`src/rtl/slow_clk_pkg.sv`:
```
// Shared types and default constants for the slow clock monitor.
// Optional jitter checking is enabled with SLOW_CLK_JITTER_CHECK_EN.
package slow_clk_pkg;

    typedef enum logic [1:0] {
        IDLE,
        ARMED,
        LOCKED,
        STALL
    } mon_state_t;

    localparam int          DEF_SYNC_STAGES = 2;
    localparam int          DEF_CNT_W       = 32;
    localparam int unsigned DEF_TIMEOUT     = 12_000_000;
    localparam int          DEF_JITTER_TOL  = 2;

endpackage

```
`src/rtl/slow_clk_monitor_if.sv`:
```
// Bundle between a divided-clock source, the monitor and its consumers.
// jitter_err reads 0 unless SLOW_CLK_JITTER_CHECK_EN is defined.
interface slow_clk_monitor_if
    import slow_clk_pkg::*;
#(
    parameter int CNT_W = DEF_CNT_W
);

    logic             slow_clk;
    logic             tick_rise;
    logic             tick_fall;
    logic [CNT_W-1:0] half_period;
    logic             period_valid;
    logic             stalled;
    logic [15:0]      edge_count;
    logic             jitter_err;

    modport master (
        input  slow_clk,
        output tick_rise,
        output tick_fall,
        output half_period,
        output period_valid,
        output stalled,
        output edge_count,
        output jitter_err
    );

    modport slave (
        output slow_clk,
        input  tick_rise,
        input  tick_fall,
        input  half_period,
        input  period_valid,
        input  stalled,
        input  edge_count,
        input  jitter_err
    );

endinterface

```
`src/rtl/sync_edge_detect.sv`:
```
// Multi-flop synchronizer for an asynchronous level plus a previous-sample
// flop; rise/fall are combinational one-cycle strobes in the clk domain.
module sync_edge_detect
    import slow_clk_pkg::*;
#(
    parameter int SYNC_STAGES = DEF_SYNC_STAGES
) (
    input  logic clk,
    input  logic n_rst,
    input  logic d_i,
    output logic sync_level_o,
    output logic rise_o,
    output logic fall_o
);

    logic [SYNC_STAGES-1:0] sync_q;
    logic [SYNC_STAGES-1:0] sync_d;
    logic                   prev_q;

    assign sync_d = {sync_q[SYNC_STAGES-2:0], d_i};

    always_ff @(posedge clk or negedge n_rst) begin
        if (!n_rst) begin
            sync_q <= '0;
            prev_q <= 1'b0;
        end else begin
            sync_q <= sync_d;
            prev_q <= sync_q[SYNC_STAGES-1];
        end
    end

    assign sync_level_o = sync_q[SYNC_STAGES-1];
    assign rise_o       = sync_level_o & ~prev_q;
    assign fall_o       = ~sync_level_o & prev_q;

endmodule

```
`src/rtl/slow_clk_monitor.sv`:
```
// Turns a divided clock into rise/fall enables, measures its half-period
// and flags a stalled source. SLOW_CLK_JITTER_CHECK_EN adds jitter_err.
module slow_clk_monitor
    import slow_clk_pkg::*;
#(
    parameter int          SYNC_STAGES = DEF_SYNC_STAGES,
    parameter int          CNT_W       = DEF_CNT_W,
    parameter int unsigned TIMEOUT     = DEF_TIMEOUT
`ifdef SLOW_CLK_JITTER_CHECK_EN
    ,
    parameter int          JITTER_TOL  = DEF_JITTER_TOL
`endif
) (
    input logic                clk,
    input logic                n_rst,
    slow_clk_monitor_if.master mon
);

    localparam logic [CNT_W-1:0] CNT_MAX  = '1;
    localparam logic [CNT_W-1:0] CNT_ONE  = CNT_W'(1);
    localparam logic [CNT_W-1:0] TMO_LAST = CNT_W'(TIMEOUT - 1);

    logic sync_level;
    logic rise;
    logic fall;
    logic edge_w;
    logic timeout;
    logic cap;

    mon_state_t       state_q, state_d;
    logic [CNT_W-1:0] cnt_q, cnt_d;
    logic [CNT_W-1:0] hp_q, hp_d;
    logic [CNT_W-1:0] meas;
    logic             pv_q, pv_d;
    logic             st_q, st_d;
    logic             tr_q, tf_q;
    logic [15:0]      ec_q, ec_d;

    sync_edge_detect #(
        .SYNC_STAGES (SYNC_STAGES)
    ) u_sync (
        .clk          (clk),
        .n_rst        (n_rst),
        .d_i          (mon.slow_clk),
        .sync_level_o (sync_level),
        .rise_o       (rise),
        .fall_o       (fall)
    );

    edge_level_a: assert property (@(posedge clk) disable iff (!n_rst)
        !(rise && !sync_level) && !(fall && sync_level));

    assign edge_w  = rise | fall;
    assign meas    = (cnt_q == CNT_MAX) ? CNT_MAX : cnt_q + CNT_ONE;
    // An edge on the timeout cycle masks the stall
    assign timeout = (cnt_q == TMO_LAST) && !edge_w;

    assign cnt_d = edge_w ? '0 : meas;
    assign ec_d  = edge_w ? ec_q + 16'd1 : ec_q;

    always_comb begin
        state_d = state_q;
        pv_d    = pv_q;
        st_d    = st_q;
        cap     = 1'b0;
        unique case (state_q)
            IDLE: begin
                if (edge_w) state_d = ARMED;
            end
            ARMED: begin
                if (edge_w) begin
                    state_d = LOCKED;
                    cap     = 1'b1;
                    pv_d    = 1'b1;
                end else if (timeout) begin
                    state_d = STALL;
                    st_d    = 1'b1;
                    pv_d    = 1'b0;
                end
            end
            LOCKED: begin
                if (edge_w) begin
                    cap = 1'b1;
                end else if (timeout) begin
                    state_d = STALL;
                    st_d    = 1'b1;
                    pv_d    = 1'b0;
                end
            end
            STALL: begin
                if (edge_w) begin
                    state_d = ARMED;
                    st_d    = 1'b0;
                end
            end
            default: state_d = IDLE;
        endcase
        hp_d = cap ? meas : hp_q;
    end

    always_ff @(posedge clk or negedge n_rst) begin
        if (!n_rst) begin
            state_q <= IDLE;
            cnt_q   <= '0;
            hp_q    <= '0;
            pv_q    <= 1'b0;
            st_q    <= 1'b0;
            tr_q    <= 1'b0;
            tf_q    <= 1'b0;
            ec_q    <= '0;
        end else begin
            state_q <= state_d;
            cnt_q   <= cnt_d;
            hp_q    <= hp_d;
            pv_q    <= pv_d;
            st_q    <= st_d;
            tr_q    <= rise;
            tf_q    <= fall;
            ec_q    <= ec_d;
        end
    end

    assign mon.tick_rise    = tr_q;
    assign mon.tick_fall    = tf_q;
    assign mon.half_period  = hp_q;
    assign mon.period_valid = pv_q;
    assign mon.stalled      = st_q;
    assign mon.edge_count   = ec_q;

`ifdef SLOW_CLK_JITTER_CHECK_EN
    logic             jit_q, jit_d;
    logic [CNT_W-1:0] jdiff;

    // The first capture out of ARMED has no reference, so only LOCKED compares
    always_comb begin
        jdiff = (meas > hp_q) ? meas - hp_q : hp_q - meas;
        jit_d = jit_q;
        if (cap && state_q == LOCKED && jdiff > CNT_W'(JITTER_TOL))
            jit_d = 1'b1;
    end

    always_ff @(posedge clk or negedge n_rst) begin
        if (!n_rst) jit_q <= 1'b0;
        else        jit_q <= jit_d;
    end

    assign mon.jitter_err = jit_q;
`else
    assign mon.jitter_err = 1'b0;
`endif

endmodule

```
`src/flat_wrapper.sv`:
```
// flat-port wrapper written by rule: the top's interface ports become plain ports
module slow_clk_monitor_flat import slow_clk_pkg::*;
#(
    parameter int          SYNC_STAGES = DEF_SYNC_STAGES,
    parameter int          CNT_W       = DEF_CNT_W,
    parameter int unsigned TIMEOUT     = DEF_TIMEOUT

)
  (clk, n_rst, mon_slow_clk, mon_tick_rise, mon_tick_fall, mon_half_period, mon_period_valid, mon_stalled, mon_edge_count, mon_jitter_err);
  slow_clk_monitor_if #(.CNT_W(CNT_W)) mon_i ();
  input logic clk;
  input logic n_rst;
  input wire logic [$bits(mon_i.slow_clk)-1:0] mon_slow_clk;
  output wire logic [$bits(mon_i.tick_rise)-1:0] mon_tick_rise;
  output wire logic [$bits(mon_i.tick_fall)-1:0] mon_tick_fall;
  output wire logic [$bits(mon_i.half_period)-1:0] mon_half_period;
  output wire logic [$bits(mon_i.period_valid)-1:0] mon_period_valid;
  output wire logic [$bits(mon_i.stalled)-1:0] mon_stalled;
  output wire logic [$bits(mon_i.edge_count)-1:0] mon_edge_count;
  output wire logic [$bits(mon_i.jitter_err)-1:0] mon_jitter_err;
  assign mon_i.slow_clk = mon_slow_clk;
  assign mon_tick_rise = mon_i.tick_rise;
  assign mon_tick_fall = mon_i.tick_fall;
  assign mon_half_period = mon_i.half_period;
  assign mon_period_valid = mon_i.period_valid;
  assign mon_stalled = mon_i.stalled;
  assign mon_edge_count = mon_i.edge_count;
  assign mon_jitter_err = mon_i.jitter_err;
  slow_clk_monitor #(.SYNC_STAGES(SYNC_STAGES), .CNT_W(CNT_W), .TIMEOUT(TIMEOUT)) u_core (.clk(clk), .n_rst(n_rst), .mon(mon_i));
endmodule
```
`config.mk`:
```
export PLATFORM = sky130hd
export DESIGN_NAME = slow_clk_monitor_flat
export DESIGN_NICKNAME = d
export VERILOG_FILES = /design/src/rtl/slow_clk_pkg.sv /design/src/rtl/slow_clk_monitor_if.sv /design/src/rtl/sync_edge_detect.sv /design/src/rtl/slow_clk_monitor.sv /design/src/flat_wrapper.sv
export SDC_FILE = /design/constraint.sdc
export NUM_CORES = 1
export LEC_CHECK = 0
export ABC_AREA = 1
export CORE_UTILIZATION = 45
export CTS_BUF_LIST = sky130_fd_sc_hd__clkbuf_2 sky130_fd_sc_hd__clkbuf_4 sky130_fd_sc_hd__clkbuf_8
export DETAILED_ROUTE_END_ITERATION = 6
export HOLD_SLACK_MARGIN = 0.03
export PLACE_DENSITY = 0.77
export REMOVE_ABC_BUFFERS = 1
export SYNTH_ARGS = -nofsm -noshare
export SYNTH_HDL_FRONTEND = slang
export SYNTH_HIERARCHICAL = 1
export SYNTH_SLANG_ARGS = --single-unit
```
`constraint.sdc`:
```
create_clock -name clk -period 3.5 [get_ports clk]
set_clock_uncertainty 0.15 [all_clocks]
set_input_delay 0.7 -clock clk [delete_from_list [all_inputs] [get_ports clk]]
set_output_delay 0.7 -clock clk [all_outputs]
set_load 0.01 [all_outputs]
```
==> flow_summary.ini <==
[die]
coreArea_um2 = 9860
die_width_um = 103
fp-row-count = 36
ios = 56
dieArea_um2 = 10700
initial_core_util = 0.467
die_h_um = 103

[synthesis]
syn_avg_cell_area_um2 = 7.57
ys_seq_area_frac = 0.483
syn_area_um2 = 4610
synth_area_leaders = dfrtp_1 48%, nand2_1 17%, nor2_1 6.8%
synth_cell_types = 29
synth_seq_cells = 89
ys_warn_count = 6
synth_top_area_share = 0.483
synth_largest_area_cell = dfrtp_1
synth_cells = 609

[layout]
seq_area_um2 = 2230
fin_area_um2 = 5420
multi_input_area_um2 = 2010
drive_above_1_share = 0.0541
finalNetCount = 669
area_growth_syn_to_layout_pct = 17.6
fillers = 934
n_antenna_cell = 0

[detailed_routing]
viasPerCell = 4.91
routedWlPerCell_um = 13.6
wl_mm = 10.9
ant_nets = 0
drc_errors = 0
vias = 3916
drtIter0Drc = 193
first_pass_iters = 4

[power]
p_leak_nw = 2.61
p_per_area_nw_per_um2 = 471
vdd_drop_max_mv = 0.510

[status]
status = completed

[cts]
cts_tree = done
cts.repair.resized = 0
clock_latency_ps = 360
ctsHtreeMaxLevel = 3
cts_made_buffers = 9
cts-root-buf = clkbuf_8
clock_path_buffers = 2
postCtsSetupBuffers = 0
hold_buffers = 0
clkTransAtPathRegs_ps = 90
clock-sinks = 89

[worst_setup_path]
start_kind = flip-flop
arrival_ps = 2560
required_ps = 3650
cp_max_fo = 46
critical_path_class = reg2reg
worst_setup_path_end_kind = flip-flop

[timing]
tightest_slew_ps = 837
tns_ps = 0
fin_crit_ps = 2410
whs_ps = 182
slew_headroom = 0.441
finalSetupViolCount = 0
rsz0062_at_grt = false
slew_violations = 0
finalHoldViolCount = 0
fmax_mhz = 415
finalCritPeriodShare = 0.689

[global_route]
grt_pass1_vias = 3941
grt_remaining_overflow = 0
grt_start_max_net_pins = 48
grtUsageTotal = 0.230
grt_pass1_wl_mm = 18.7
antenna_found_initial = 0

[placement]
numPortBuffers = 54
place_area_um2 = 5260
place_hpwl_mm = 7.81
gp_congestion = 0.911

[hold_path]
hold_class = in2async

[job]
max_cap_violations = 0
## final cells by class
cell class | count | share of cell area
flip-flops and latches | 89 | 0.411
multi-input cells | 429 | 0.371
repair buffers | 57 | 0.106
inverters | 75 | 0.0519
well taps | 133 | 0.0307
clock buffers | 10 | 0.0242
clock inverters | 5 | 0.00623
## registers in the layout, summed over array words and instances (netlist names), 2 cells and up
signal	count
u_core/mon.half_period	32
u_core/cnt_q	32
u_core/mon.edge_count	16
u_core/u_sync/sync_q	2
u_core/state_q	2
## path summary, 6_finish.rpt
check / cells past startpoint / slack, ps / to / from
worst min-delay path: 1 / 180 / u_core/mon.half_period[26]$_DFFE_PN0P_ / n_rst
min in group clk: 0 / 220 / u_core/u_sync/sync_q[1]$_DFF_PN0_ / u_core/u_sync/sync_q[0]$_DFF_PN0_
worst max-delay path: 9 / 1090 / u_core/cnt_q[18]$_DFF_PN0_ / u_core/cnt_q[0]$_DFF_PN0_
worst max register to register: 9 / 1090 / u_core/cnt_q[18]$_DFF_PN0_ / u_core/cnt_q[0]$_DFF_PN0_
max in group asynchronous: 2 / 2380 / u_core/cnt_q[4]$_DFF_PN0_ / n_rst
worst min register to register: 0 / 220 / u_core/u_sync/sync_q[1]$_DFF_PN0_ / u_core/u_sync/sync_q[0]$_DFF_PN0_
## critical path, cell delays in order, from the launching register on
cell      delay [ps]
dfrtp_1          480
ha_1             250
nand3_2          170
inv_2            130
nand2_4           80
nor2_4           150
nand3_4          460
nand3b_1         340
nand2_1           70
inv_1             70
## per-stage QoR
stage          total power [mW]  setup slack [ps]  std cells  utilization
6_report                   2.56              1090        798        0.550
5_1_grt                    2.71               867        798        0.550
4_1_cts                    2.59              1090        798        0.550
3_5_place_dp               1.96              1120        783        0.533
3_3_place_gp               1.92              1170        783        0.533
2_1_floorplan              1.61               177        593            -
## synthesized netlist by cell type
cell,n
nand3_4,1
nor2_4,1
nor2_1,84
inv_1,74
a21oi_1,12
ha_1,5
nor3_1,6
xnor2_1,13
a31oi_1,13
nand3_1,32
inv_2,1
buf_4,2
nand2_1,213
nand3_2,8
nor2_2,2
dfrtp_1,89
conb_1,1
xor2_1,8
nand2_2,1
o21a_1,1
buf_2,5
o21ai_0,13
and2_1,1
buf_6,3
nand4_1,6
nand2_4,1
nand3b_1,6
o31ai_1,1
clkbuf_1,6
## logic make-up after synthesis
kind of cell,count (synthesis),synth area share
flops,89,0.483
other cells,1,0.000814
buf+inv,91,0.0820
xor+xnor,21,0.0399
fa+ha+maj,5,0.0136
simple gates,362,0.333
compound gates,40,0.0480
## metal layers
| metal | GRT usage | part of all wire | vias to the layer above |
|---|---|---|---|
| met4 | 0.106 | 0.020 | 0 |
| met1 | 0.310 | 0.48 | 1819 |
| met5 | 0 | 0 | - |
| li1 | - | - | 1984 |
| met3 | 0.0410 | 0.042 | 18 |
| met2 | 0.364 | 0.46 | 95 |
## power breakdown
group          internal, mW  switching (mW)
clock                 0.261           0.360
sequential             1.14          0.0998
combinational         0.301           0.391
## layout by cell type, fill, tap and decap left out, drive strengths merged
cell type / synthesis / final
o21ai: 13 / 13
a21oi: 12 / 12
buf: 10 / 4
nand2: 215 / 215
nand3: 41 / 41
o21a: 1 / 1
nand3b: 6 / 6
o31ai: 1 / 1
nor2: 87 / 87
clkinv: 0 / 3
inv: 75 / 75
nor3: 6 / 6
xnor2: 13 / 13
a31oi: 13 / 13
conb: 1 / 1
ha: 5 / 5
and2: 1 / 1
nand4: 6 / 6
clkinvlp: 0 / 2
dfrtp: 89 / 89
clkbuf: 6 / 10
xor2: 8 / 8
clkdlybuf4s50: 0 / 53
(Power assumes the default switching activity.)
